===== config.mk =====
export PLATFORM = sky130hd
export DESIGN_NAME = alu_div
export DESIGN_NICKNAME = d
export VERILOG_FILES = /design/src/rtl/alu_pkg.sv /design/src/rtl/alu_div_step.sv /design/src/rtl/alu_div.sv
export SDC_FILE = /design/constraint.sdc
export NUM_CORES = 1
export LEC_CHECK = 0
export CORE_ASPECT_RATIO = 0.9
export CORE_MARGIN = 4
export CORE_UTILIZATION = 63
export CTS_BUF_LIST = sky130_fd_sc_hd__clkbuf_16
export DETAILED_ROUTE_END_ITERATION = 6
export PLACE_DENSITY = 0.94
export SYNTH_ARGS = -nofsm -noshare
export SYNTH_HDL_FRONTEND = slang
export SYNTH_SLANG_ARGS = --single-unit

===== constraint.sdc =====
create_clock -name clk -period 4.7 [get_ports clk]
set_clock_uncertainty 0.05 [all_clocks]
set_input_delay 0.94 -clock clk [delete_from_list [all_inputs] [get_ports clk]]
set_output_delay 0.94 -clock clk [all_outputs]
set_load 0.01 [all_outputs]

===== src/rtl/alu_pkg.sv =====
// Shared types and constants for the execute-stage divider.
// Op and state encodings plus the two's-complement helper used for sign fix-up.
package alu_pkg;

  localparam int XLEN  = 32;
  localparam int CNT_W = 5;

  localparam logic [XLEN-1:0] DIV_ALL_ONES = {XLEN{1'b1}};
  localparam logic [XLEN-1:0] DIV_INT_MIN  = {1'b1, {(XLEN-1){1'b0}}};

  typedef enum logic [1:0] {
    DIV_OP_DIV  = 2'b00,
    DIV_OP_DIVU = 2'b01,
    DIV_OP_REM  = 2'b10,
    DIV_OP_REMU = 2'b11
  } div_op_e;

  typedef enum logic [1:0] {
    S_IDLE = 2'b00,
    S_CALC = 2'b01,
    S_FIX  = 2'b10,
    S_OUT  = 2'b11
  } div_state_e;

  function automatic logic [XLEN-1:0] twos_neg(input logic [XLEN-1:0] x);
    return ~x + 1'b1;
  endfunction

endpackage


===== src/rtl/alu_div_step.sv =====
// One radix-2 restoring division iteration on magnitudes; purely combinational.
// Kept separate so two instances can later be chained for 2 bits per cycle.
module alu_div_step #(
  parameter int XLEN = alu_pkg::XLEN
) (
  input  logic [XLEN:0]   rem,
  input  logic [XLEN-1:0] q,
  input  logic [XLEN-1:0] divisor,
  output logic [XLEN:0]   rem_nxt,
  output logic [XLEN-1:0] q_nxt
);

  logic [XLEN+1:0] shifted;
  logic [XLEN:0]   trial;
  logic            ge;

  always_comb begin
    shifted = {rem, q[XLEN-1]};
    ge      = shifted >= {2'b00, divisor};
    trial   = shifted[XLEN:0] - {1'b0, divisor};
    rem_nxt = ge ? trial : shifted[XLEN:0];
    q_nxt   = {q[XLEN-2:0], ge};
  end

endmodule


===== src/rtl/alu_div.sv =====
// Multi-cycle RV32M DIV/DIVU/REM/REMU: 34-cycle start-to-done, 1 cycle on div-by-zero/overflow.
// No input backpressure: start is ignored unless idle; kill aborts without a done pulse.
module alu_div import alu_pkg::*; #(
  parameter int XLEN  = alu_pkg::XLEN,
  parameter int CNT_W = alu_pkg::CNT_W
) (
  input  logic            clk,
  input  logic            rst,
  input  logic            start,
  input  logic [1:0]      op,
  input  logic [XLEN-1:0] data0,
  input  logic [XLEN-1:0] data1,
  input  logic            kill,
  output logic            busy,
  output logic            done,
  output logic [XLEN-1:0] ALU_result
);

  div_state_e      state, state_nxt;
  logic [XLEN-1:0] q, divisor, result;
  logic [XLEN:0]   rem;
  logic [CNT_W-1:0] cnt;
  div_op_e         op_q;
  logic            neg0, neg1, done_q;

  logic [XLEN:0]   rem_step;
  logic [XLEN-1:0] q_step;

  logic            is_signed, n0, n1, div_zero, ovf;
  logic [XLEN-1:0] abs0, abs1, fast_res, q_fix, r_fix;
  logic            accept, fast, step_en, fix_en;

  alu_div_step #(.XLEN(XLEN)) u_step (
    .rem     (rem),
    .q       (q),
    .divisor (divisor),
    .rem_nxt (rem_step),
    .q_nxt   (q_step)
  );

  always_comb begin
    is_signed = ~op[0];
    n0        = is_signed & data0[XLEN-1];
    n1        = is_signed & data1[XLEN-1];
    abs0      = n0 ? twos_neg(data0) : data0;
    abs1      = n1 ? twos_neg(data1) : data1;
    div_zero  = (data1 == '0);
    ovf       = is_signed && (data0 == DIV_INT_MIN) && (data1 == DIV_ALL_ONES);
    if (div_zero)
      fast_res = op[1] ? data0 : DIV_ALL_ONES;
    else
      fast_res = op[1] ? '0 : DIV_INT_MIN;
    // Remainder takes the dividend's sign; quotient is negative when signs differ.
    q_fix     = (neg0 ^ neg1) ? twos_neg(q) : q;
    r_fix     = neg0 ? twos_neg(rem[XLEN-1:0]) : rem[XLEN-1:0];
  end

  always_ff @(posedge clk) begin
    if (rst) state <= S_IDLE;
    else     state <= state_nxt;
  end

  always_comb begin
    state_nxt = state;
    accept    = 1'b0;
    fast      = 1'b0;
    step_en   = 1'b0;
    fix_en    = 1'b0;
    case (state)
      S_IDLE: begin
        if (start && !kill) begin
          accept = 1'b1;
          if (div_zero || ovf) begin
            fast      = 1'b1;
            state_nxt = S_OUT;
          end else begin
            state_nxt = S_CALC;
          end
        end
      end
      S_CALC: begin
        if (kill) begin
          state_nxt = S_IDLE;
        end else begin
          step_en = 1'b1;
          if (cnt == CNT_W'(XLEN-1)) state_nxt = S_FIX;
        end
      end
      S_FIX: begin
        state_nxt = S_IDLE;
        if (!kill) fix_en = 1'b1;
      end
      S_OUT:   state_nxt = S_IDLE;
      default: state_nxt = S_IDLE;
    endcase
  end

  always_ff @(posedge clk) begin
    if (rst) begin
      q       <= '0;
      divisor <= '0;
      rem     <= '0;
      cnt     <= '0;
      op_q    <= DIV_OP_DIV;
      neg0    <= 1'b0;
      neg1    <= 1'b0;
      result  <= '0;
      done_q  <= 1'b0;
    end else begin
      done_q <= fast | fix_en;
      if (accept) begin
        q       <= abs0;
        divisor <= abs1;
        rem     <= '0;
        cnt     <= '0;
        op_q    <= div_op_e'(op);
        neg0    <= n0;
        neg1    <= n1;
        if (fast) result <= fast_res;
      end
      if (step_en) begin
        rem <= rem_step;
        q   <= q_step;
        cnt <= cnt + 1'b1;
      end
      if (fix_en)
        result <= ((op_q == DIV_OP_REM) || (op_q == DIV_OP_REMU)) ? r_fix : q_fix;
    end
  end

  assign busy       = (state == S_CALC) || (state == S_FIX);
  assign done       = done_q;
  assign ALU_result = result;

endmodule


==> After elaboration in Yosys (flattened, before gate mapping) <==
Index checks and enable logic that the tools add are counted.
{ "totals": {"ff_bits": 141, "output_inout_bits": 34} }
{ "op_classes": {"n_addsub": 6, "reduce_logical": 15, "muxes": 31, "bitwise_logic": 9, "n_lt_le_gt_ge": 1, "n_eq_ne": 10} }
{ "ops": {"columns": ["op", "n"], "rows": [
  ["2-to-1 mux 32 bit", 13],
  ["adder 32 x 1 -> 32 bit (second input constant)", 4],
  ["inverter 32 bit", 4],
  ["2-to-1 mux 33 bit", 3],
  ["== test 32 bit (second input constant)", 2],
  ["greater-or-equal comparator 34 x 32 -> 1 bit", 1],
  ["subtractor 33 x 32 -> 33 bit", 1],
  ["zero test 32 bit", 1],
  ["2-to-1 mux 5 bit", 2],
  ["== test 2 bit (second input constant)", 4],
  ["2-to-1 mux 1 bit", 8],
  ["2-to-1 mux 2 bit", 4],
  ["case mux 2 bit (3 select lines)", 1],
  ["nonzero test 2 bit", 3],
  ["adder 5 x 1 -> 5 bit (second input constant)", 1],
  ["== test 5 bit (second input constant)", 1],
  ["AND reduction 2 bit", 2],
  ["logical AND 1 bit", 3],
  ["logical OR 1 bit", 3],
  ["inequality test 3 bit (second input constant)", 1],
  ["bitwise AND 1 bit", 2],
  ["== test 2 x 1 -> 1 bit (second input constant)", 1],
  ["zero test 2 bit", 1],
  ["inequality test 2 bit (second input constant)", 1],
  ["5 further kinds", 5]
]} }

==> Depth between registers and ports, before layout <==
{ "logic_depth": {"word_depth": 10, "ltp_mapped": 15, "mapped_depth_nobuf": 13} }

==> By module <==
A second synthesis with hierarchy kept.
{ "hier_totals": {"hier_cells": 1515, "area_unflattened_um2": 11185.7} }
{ "modules_own_cells": {"columns": ["module", "cells_per_inst", "area_per_inst_um2", "instances"], "rows": [
  ["alu_div", 1137, 8754.6, 1],
  ["alu_div_step", 378, 2431.1, 1]
]} }

==> Worst setup path after synthesis <==
OpenSTA, ideal clock, no wires.
{ "synth_timing": {"path_kind": "register to register", "from": "register q[31]", "to": "register q[0]", "arrival_ns": 2.905, "required_ns": 4.522, "period_less_slack_ns": 3.083, "setup_slack_ns": 1.617, "stages_incl_launch_ff": 16, "setup_ns": 0.128, "n_path_buf": 2, "cell_sequence": "dfxtp_1 inv_1 ha_1 inv_1 fa_1 a211oi_2 o21ai_0 a21oi_1 o211a_1 o21ai_2 a211oi_2 buf_2 buf_4 nor2_1 a221oi_1 nor2_1"} }
{ "synth_via": {"elab_chain_cells": 2} }
{ "synth_rtl": {"columns": ["item", "line", "rtl"], "rows": [
  ["start, declared", "alu_div.sv:20", "logic [XLEN-1:0] q, divisor, result;"],
  ["start signal, assigned", "alu_div.sv:112", "q <= abs0;"],
  ["start signal, assigned", "alu_div.sv:123", "q <= q_step;"],
  ["greater-or-equal comparator 34 x 32 -> 1 bit", "alu_div_step.sv:19", "ge = shifted >= {2'b00, divisor};"],
  ["2-to-1 mux 32 bit", "alu_div.sv:121", "if (step_en) begin"]
]} }
No other way between the ends.
A chain may end at the register's enable or synchronous reset.

==> Final worst setup path <==
{ "layout_timing": {"from": "register q[31]", "to": "register rem[22]"} }
{ "layout_via": {"elab_chain_cells": 3} }
{ "layout_rtl": {"columns": ["item", "line", "rtl"], "rows": [
  ["subtractor 33 x 32 -> 33 bit or greater-or-equal comparator 34 x 32 -> 1 bit (tied branches)", "alu_div_step.sv:20, alu_div_step.sv:19", null],
  ["2-to-1 mux 33 bit *", "alu_div_step.sv:21", "rem_nxt = ge ? trial : shifted[XLEN:0];"],
  ["2-to-1 mux 33 bit *", "alu_div.sv:121", null],
  ["end signal, assigned", "alu_div.sv:122", "rem <= rem_step;"],
  ["end, declared", "alu_div.sv:21", "logic [XLEN:0] rem;"]
]} }
Mark *: on every way between the ends. The rest lies on a longest branch, timed or not.

==> results.txt <==
The element type at the critical path start is a flop. The total half-perimeter wirelength after legalization and detailed placement came out at between 20000 and 30000 um. The final instance area came out at roughly 12000 um2. The clock edge transition at the registers on the reported setup and hold paths came out at ~0.06 ns. In this run the power density over the cells is slightly below 300 nW/um2. The number of antenna cells inserted came out at 0. Summing all placed instances gives a cell area of around 12000 um2.

The worst max-slew margin expressed relative to the limit came out at between 10 and 15%. Routability-driven placement finished with a final weighted congestion of 1.062. The mapped cell area came out at approximately 11000 um2.

The global-route wire length before repair is between 50000 and 60000 um. TritonCTS built the clock tree. The total congestion overflow after global routing is 0. In this run, placement finished with an instance count of ~1.7k. The post-synthesis average cell area is approximately 7.4 um2. For the worst setup path, the data arrival time is around 4.1 ns.

The number of slew-limit violations in the final report is 0. The final critical-path share of the clock period came out at slightly above 80%. The y dimension of the die is 130.8 um.

The post-cts sizing count came out at 0. The checks that failed: DRC. The switching portion of total power is ~30%. The post-synthesis cell count came out at roughly 1.4k. The area of the die is approximately 19000 um2. Synthesis instantiated 77 different standard cells from the library. The iteration-0 DRC count of the detailed router is 1677. The type of the worst min-delay path is reg -> reg. The actual slew at the worst max-slew pin came out at roughly 1.3 ns. The signed area change from the synthesized netlist to the final layout came out at 16.89%. The maximum number of pins on one net before global-route repair came out at between 60 and 70.

The clock period minus final worst setup slack is about 3.9 ns. The synthesized flop and latch total came out at between 100 and 150. The setup path with the least slack is of type reg -> reg. The analysis attributes to net switching a power of about 1.1 mW.

The final worst setup slack came out at 0.8450 ns. The standard cell core area is around 16000 um2. The number of buffers added for setup after CTS came out at 0.

The H-tree depth is 4. The via count of the first global-routing pass came out at between 10k and 15k. The async set-reset flop share out of synthesis is 0%. The width of the chip is between 100 and 150 um. For the worst setup path, the data required time is between 4 and 5 ns. The number of top-level design ports came out at around 100. The number of buffers created by CTS is 17. The analysis attributes to cell leakage a power of between 4 and 5 nW. The flow ran to the end, but the final reports show violations. In this run, synthesis inferred 0 flip-flops with an integrated enable. The cell internal power dissipation came out at 2.555 mW.

IR analysis of the VDD net gives a maximum drop of 0.2758 mV. The overall track demand over capacity in global routing is a little over a third. The fraction of power consumed by the clock network came out at 42.1%.

The count of placed standard cells in the final layout, fillers left out came out at around 1.7k. The clock latency of the later-clocked register in the worst-skew pair is about 0.44 ns. The remaining antenna violation count after routing is 0. The combinational share of power came out at between 20% and 30%.

The average wire length per cell after detail routing came out at just over 20 um. After the last flow step, the layout net total stands at ~1.6k. The routed wire length is around 35000 um. Prior to clock tree synthesis, the placed netlist has a worst setup slack of about 0.59 ns. The Yosys step of the flow raised 0 warnings. The number of hold buffers added after CTS is 0. The number of antenna violations at the first check in global routing is 0.

The number of buffers between clock root and the deepest sink came out at 2. Total power for the finished layout comes to between 3 and 4 mW. The net count after synthesis is between 1.5k and 2k. The final sum of negative setup slack came out at 0 ns. STA classifies the critical path endpoint as a flop. The post-route core utilization came out at about three quarters. The first-pass iteration count of the detailed router came out at 7. After floorplanning, the core was divided into 44 placement rows. The vias after detailed routing came out at ~12k. The total clock sinks came out at between 100 and 150. Of all nets on the critical path, the largest fanout is 40.

The number of remaining DRC errors is 6. The number of violations of the max-capacitance limit came out at 0. The sequential share of power is 35.2%. The fmax is ~260 MHz. The total of endpoints with negative setup slack in the final report is 0. The effective utilization at floorplan is 64.77%. The mean number of vias per cell came out at between 6 and 7.

The final-report hold violation count was 0. The prevailing post-synth register cell is sky130_fd_sc_hd__dfxtp_1. Summing the sequential cell areas from Yosys gives between 20% and 30% of the chip area.

Setup repair after global routing left no endpoint under its margin. The count of port buffers added during placement is about 100. The share of final-layout standard cells stronger than drive strength 1 came out at under 10%. CTS placed an instance of sky130_fd_sc_hd__clkbuf_16 at the clock tree root. The tightest hold path in the finished design has a slack of roughly 0.42 ns.
## cell usage after synthesis (4+ instances only)
| library cell | instances | area (um2) |
|---|---|---|
| sky130_fd_sc_hd__buf_1 | 7 | 26.28 |
| sky130_fd_sc_hd__nand4_1 | 17 | 106.4 |
| sky130_fd_sc_hd__a211oi_1 | 38 | 285.3 |
| sky130_fd_sc_hd__buf_2 | 8 | 40.04 |
| sky130_fd_sc_hd__a32oi_1 | 6 | 52.55 |
| sky130_fd_sc_hd__mux2i_1 | 4 | 40.04 |
| sky130_fd_sc_hd__nor4_1 | 12 | 75.07 |
| sky130_fd_sc_hd__xnor2_1 | 62 | 543.0 |
| sky130_fd_sc_hd__or4_1 | 8 | 60.06 |
| sky130_fd_sc_hd__a22o_1 | 9 | 78.83 |
| sky130_fd_sc_hd__clkbuf_1 | 63 | 236.5 |
| sky130_fd_sc_hd__o22ai_1 | 10 | 62.56 |
| sky130_fd_sc_hd__a21o_1 | 14 | 105.1 |
| sky130_fd_sc_hd__o41ai_1 | 10 | 87.58 |
| sky130_fd_sc_hd__o211ai_1 | 18 | 135.1 |
| sky130_fd_sc_hd__o31ai_1 | 19 | 142.6 |
| sky130_fd_sc_hd__or2_2 | 7 | 43.79 |
| sky130_fd_sc_hd__xor2_1 | 75 | 656.9 |
| sky130_fd_sc_hd__a21oi_1 | 103 | 515.5 |
| sky130_fd_sc_hd__inv_1 | 63 | 236.5 |
| sky130_fd_sc_hd__or3_1 | 14 | 87.58 |
| sky130_fd_sc_hd__a311oi_1 | 11 | 96.34 |
| sky130_fd_sc_hd__nor2_1 | 142 | 533.0 |
| sky130_fd_sc_hd__and2_1 | 7 | 43.79 |
| sky130_fd_sc_hd__nand3_1 | 47 | 235.2 |
| sky130_fd_sc_hd__o21ai_1 | 13 | 65.06 |
| sky130_fd_sc_hd__a211o_1 | 4 | 35.03 |
| sky130_fd_sc_hd__dfxtp_1 | 140 | 2803 |
| sky130_fd_sc_hd__a31oi_1 | 53 | 331.6 |
| sky130_fd_sc_hd__nor3_1 | 29 | 145.1 |
| sky130_fd_sc_hd__nor2b_1 | 11 | 68.82 |
| sky130_fd_sc_hd__nand2_1 | 164 | 615.6 |
| sky130_fd_sc_hd__o21a_1 | 7 | 52.55 |
| sky130_fd_sc_hd__ha_1 | 42 | 525.5 |
| sky130_fd_sc_hd__and3_1 | 9 | 56.30 |
| sky130_fd_sc_hd__o21ai_0 | 94 | 470.5 |
| sky130_fd_sc_hd__nand2b_1 | 19 | 118.9 |
## sequential cells by signal, summed over array words and instances (netlist names)
| name | flops |
|---|---|
| rem | 33 |
| ALU_result | 32 |
| divisor | 32 |
| q | 32 |
| cnt | 5 |
| state | 2 |
| done | 1 |
| neg0 | 1 |
| neg1 | 1 |
| op_q | 1 |
## cell usage in the layout (no fill, tap or decap), types with 8 or more instances in the layout
cell and n:
sky130_fd_sc_hd__a211oi_1 38, sky130_fd_sc_hd__a21o_1 14, sky130_fd_sc_hd__a21oi_1 103, sky130_fd_sc_hd__a22o_1 9, sky130_fd_sc_hd__a311oi_1 11, sky130_fd_sc_hd__a31oi_1 53, sky130_fd_sc_hd__and3_1 9, sky130_fd_sc_hd__buf_4 20
sky130_fd_sc_hd__clkbuf_16 17, sky130_fd_sc_hd__clkdlybuf4s50_1 102, sky130_fd_sc_hd__dfxtp_1 140, sky130_fd_sc_hd__ha_1 42, sky130_fd_sc_hd__inv_1 63, sky130_fd_sc_hd__nand2_1 164, sky130_fd_sc_hd__nand2b_1 19, sky130_fd_sc_hd__nand3_1 47
sky130_fd_sc_hd__nand4_1 17, sky130_fd_sc_hd__nor2_1 141, sky130_fd_sc_hd__nor2b_1 10, sky130_fd_sc_hd__nor3_1 28, sky130_fd_sc_hd__nor4_1 12, sky130_fd_sc_hd__o211ai_1 18, sky130_fd_sc_hd__o21ai_0 94, sky130_fd_sc_hd__o21ai_1 13
sky130_fd_sc_hd__o22ai_1 10, sky130_fd_sc_hd__o31ai_1 19, sky130_fd_sc_hd__o41ai_1 10, sky130_fd_sc_hd__or3_1 14, sky130_fd_sc_hd__or4_1 8, sky130_fd_sc_hd__xnor2_1 62, sky130_fd_sc_hd__xor2_1 75
## logic make-up (layout without fill, tap and decap cells)
kind of cell / after synthesis / after routing / share of synthesized area [%]
adders and majority gates: 43 / 43 / 5.169
xor gates and xnor gates: 137 / 137 / 11.37
buffers and inverters: 147 / 217 / 5.643
and+or+nand+nor: 515 / 515 / 23.65
muxes: 6 / 6 / 0.5928
AOI/OAI and AO/OA: 443 / 443 / 27.02
DFF: 140 / 140 / 26.56
## critical path: stages, from the launching register on
cell and delay (ns):
sky130_fd_sc_hd__dfxtp_1 0.31, sky130_fd_sc_hd__inv_1 0.18, sky130_fd_sc_hd__ha_1 0.21, sky130_fd_sc_hd__inv_1 0.05, sky130_fd_sc_hd__fa_1 0.43, sky130_fd_sc_hd__a211oi_2 0.31
sky130_fd_sc_hd__o21ai_0 0.17, sky130_fd_sc_hd__a21oi_1 0.46, sky130_fd_sc_hd__o211a_1 0.26, sky130_fd_sc_hd__o21ai_2 0.11, sky130_fd_sc_hd__a211oi_4 0.55, sky130_fd_sc_hd__buf_12 0.28
sky130_fd_sc_hd__o21ai_0 0.14, sky130_fd_sc_hd__a22o_1 0.22
## path summary, 6_finish.rpt
path	startpoint	end	slack [ns]	cells after the start
max reg2reg	q[31]	rem[22]	0.85	13
min	ALU_result[24]	ALU_result[24]	0.42	2
min reg2reg	ALU_result[24]	ALU_result[24]	0.42	2
max	q[31]	rem[22]	0.85	13
## per-layer routing
metal,up-vias,part of all wire [%],global-route usage (%)
li1,5280,-,-
met1,5313,40,50.19
met2,864,43,55.03
met3,122,14,11.03
met4,0,3.0,12.34
met5,-,0,0
## power groups by stage
stage | clock (mW) | sequential, mW | combinational, mW
final | 1.55 | 1.30 | 0.833
after global routing | 1.61 | 1.30 | 0.898
after CTS | 1.55 | 1.29 | 0.807
after detailed placement | 0 | 1.32 | 0.794
after global placement | 0 | 1.32 | 0.773
after floorplan | 0 | 1.29 | 0.551
## layout make-up
cell class,count,area [um2]
clock buffers,17,425.4
clock inverters,14,244.0
fillers,1250,3959
inverters,63,236.5
multi-input cells,1144,7178
flip-flops and latches,140,2803
well taps,207,259.0
repair buffers,123,1191
Power figures use the tool's default switching activity.
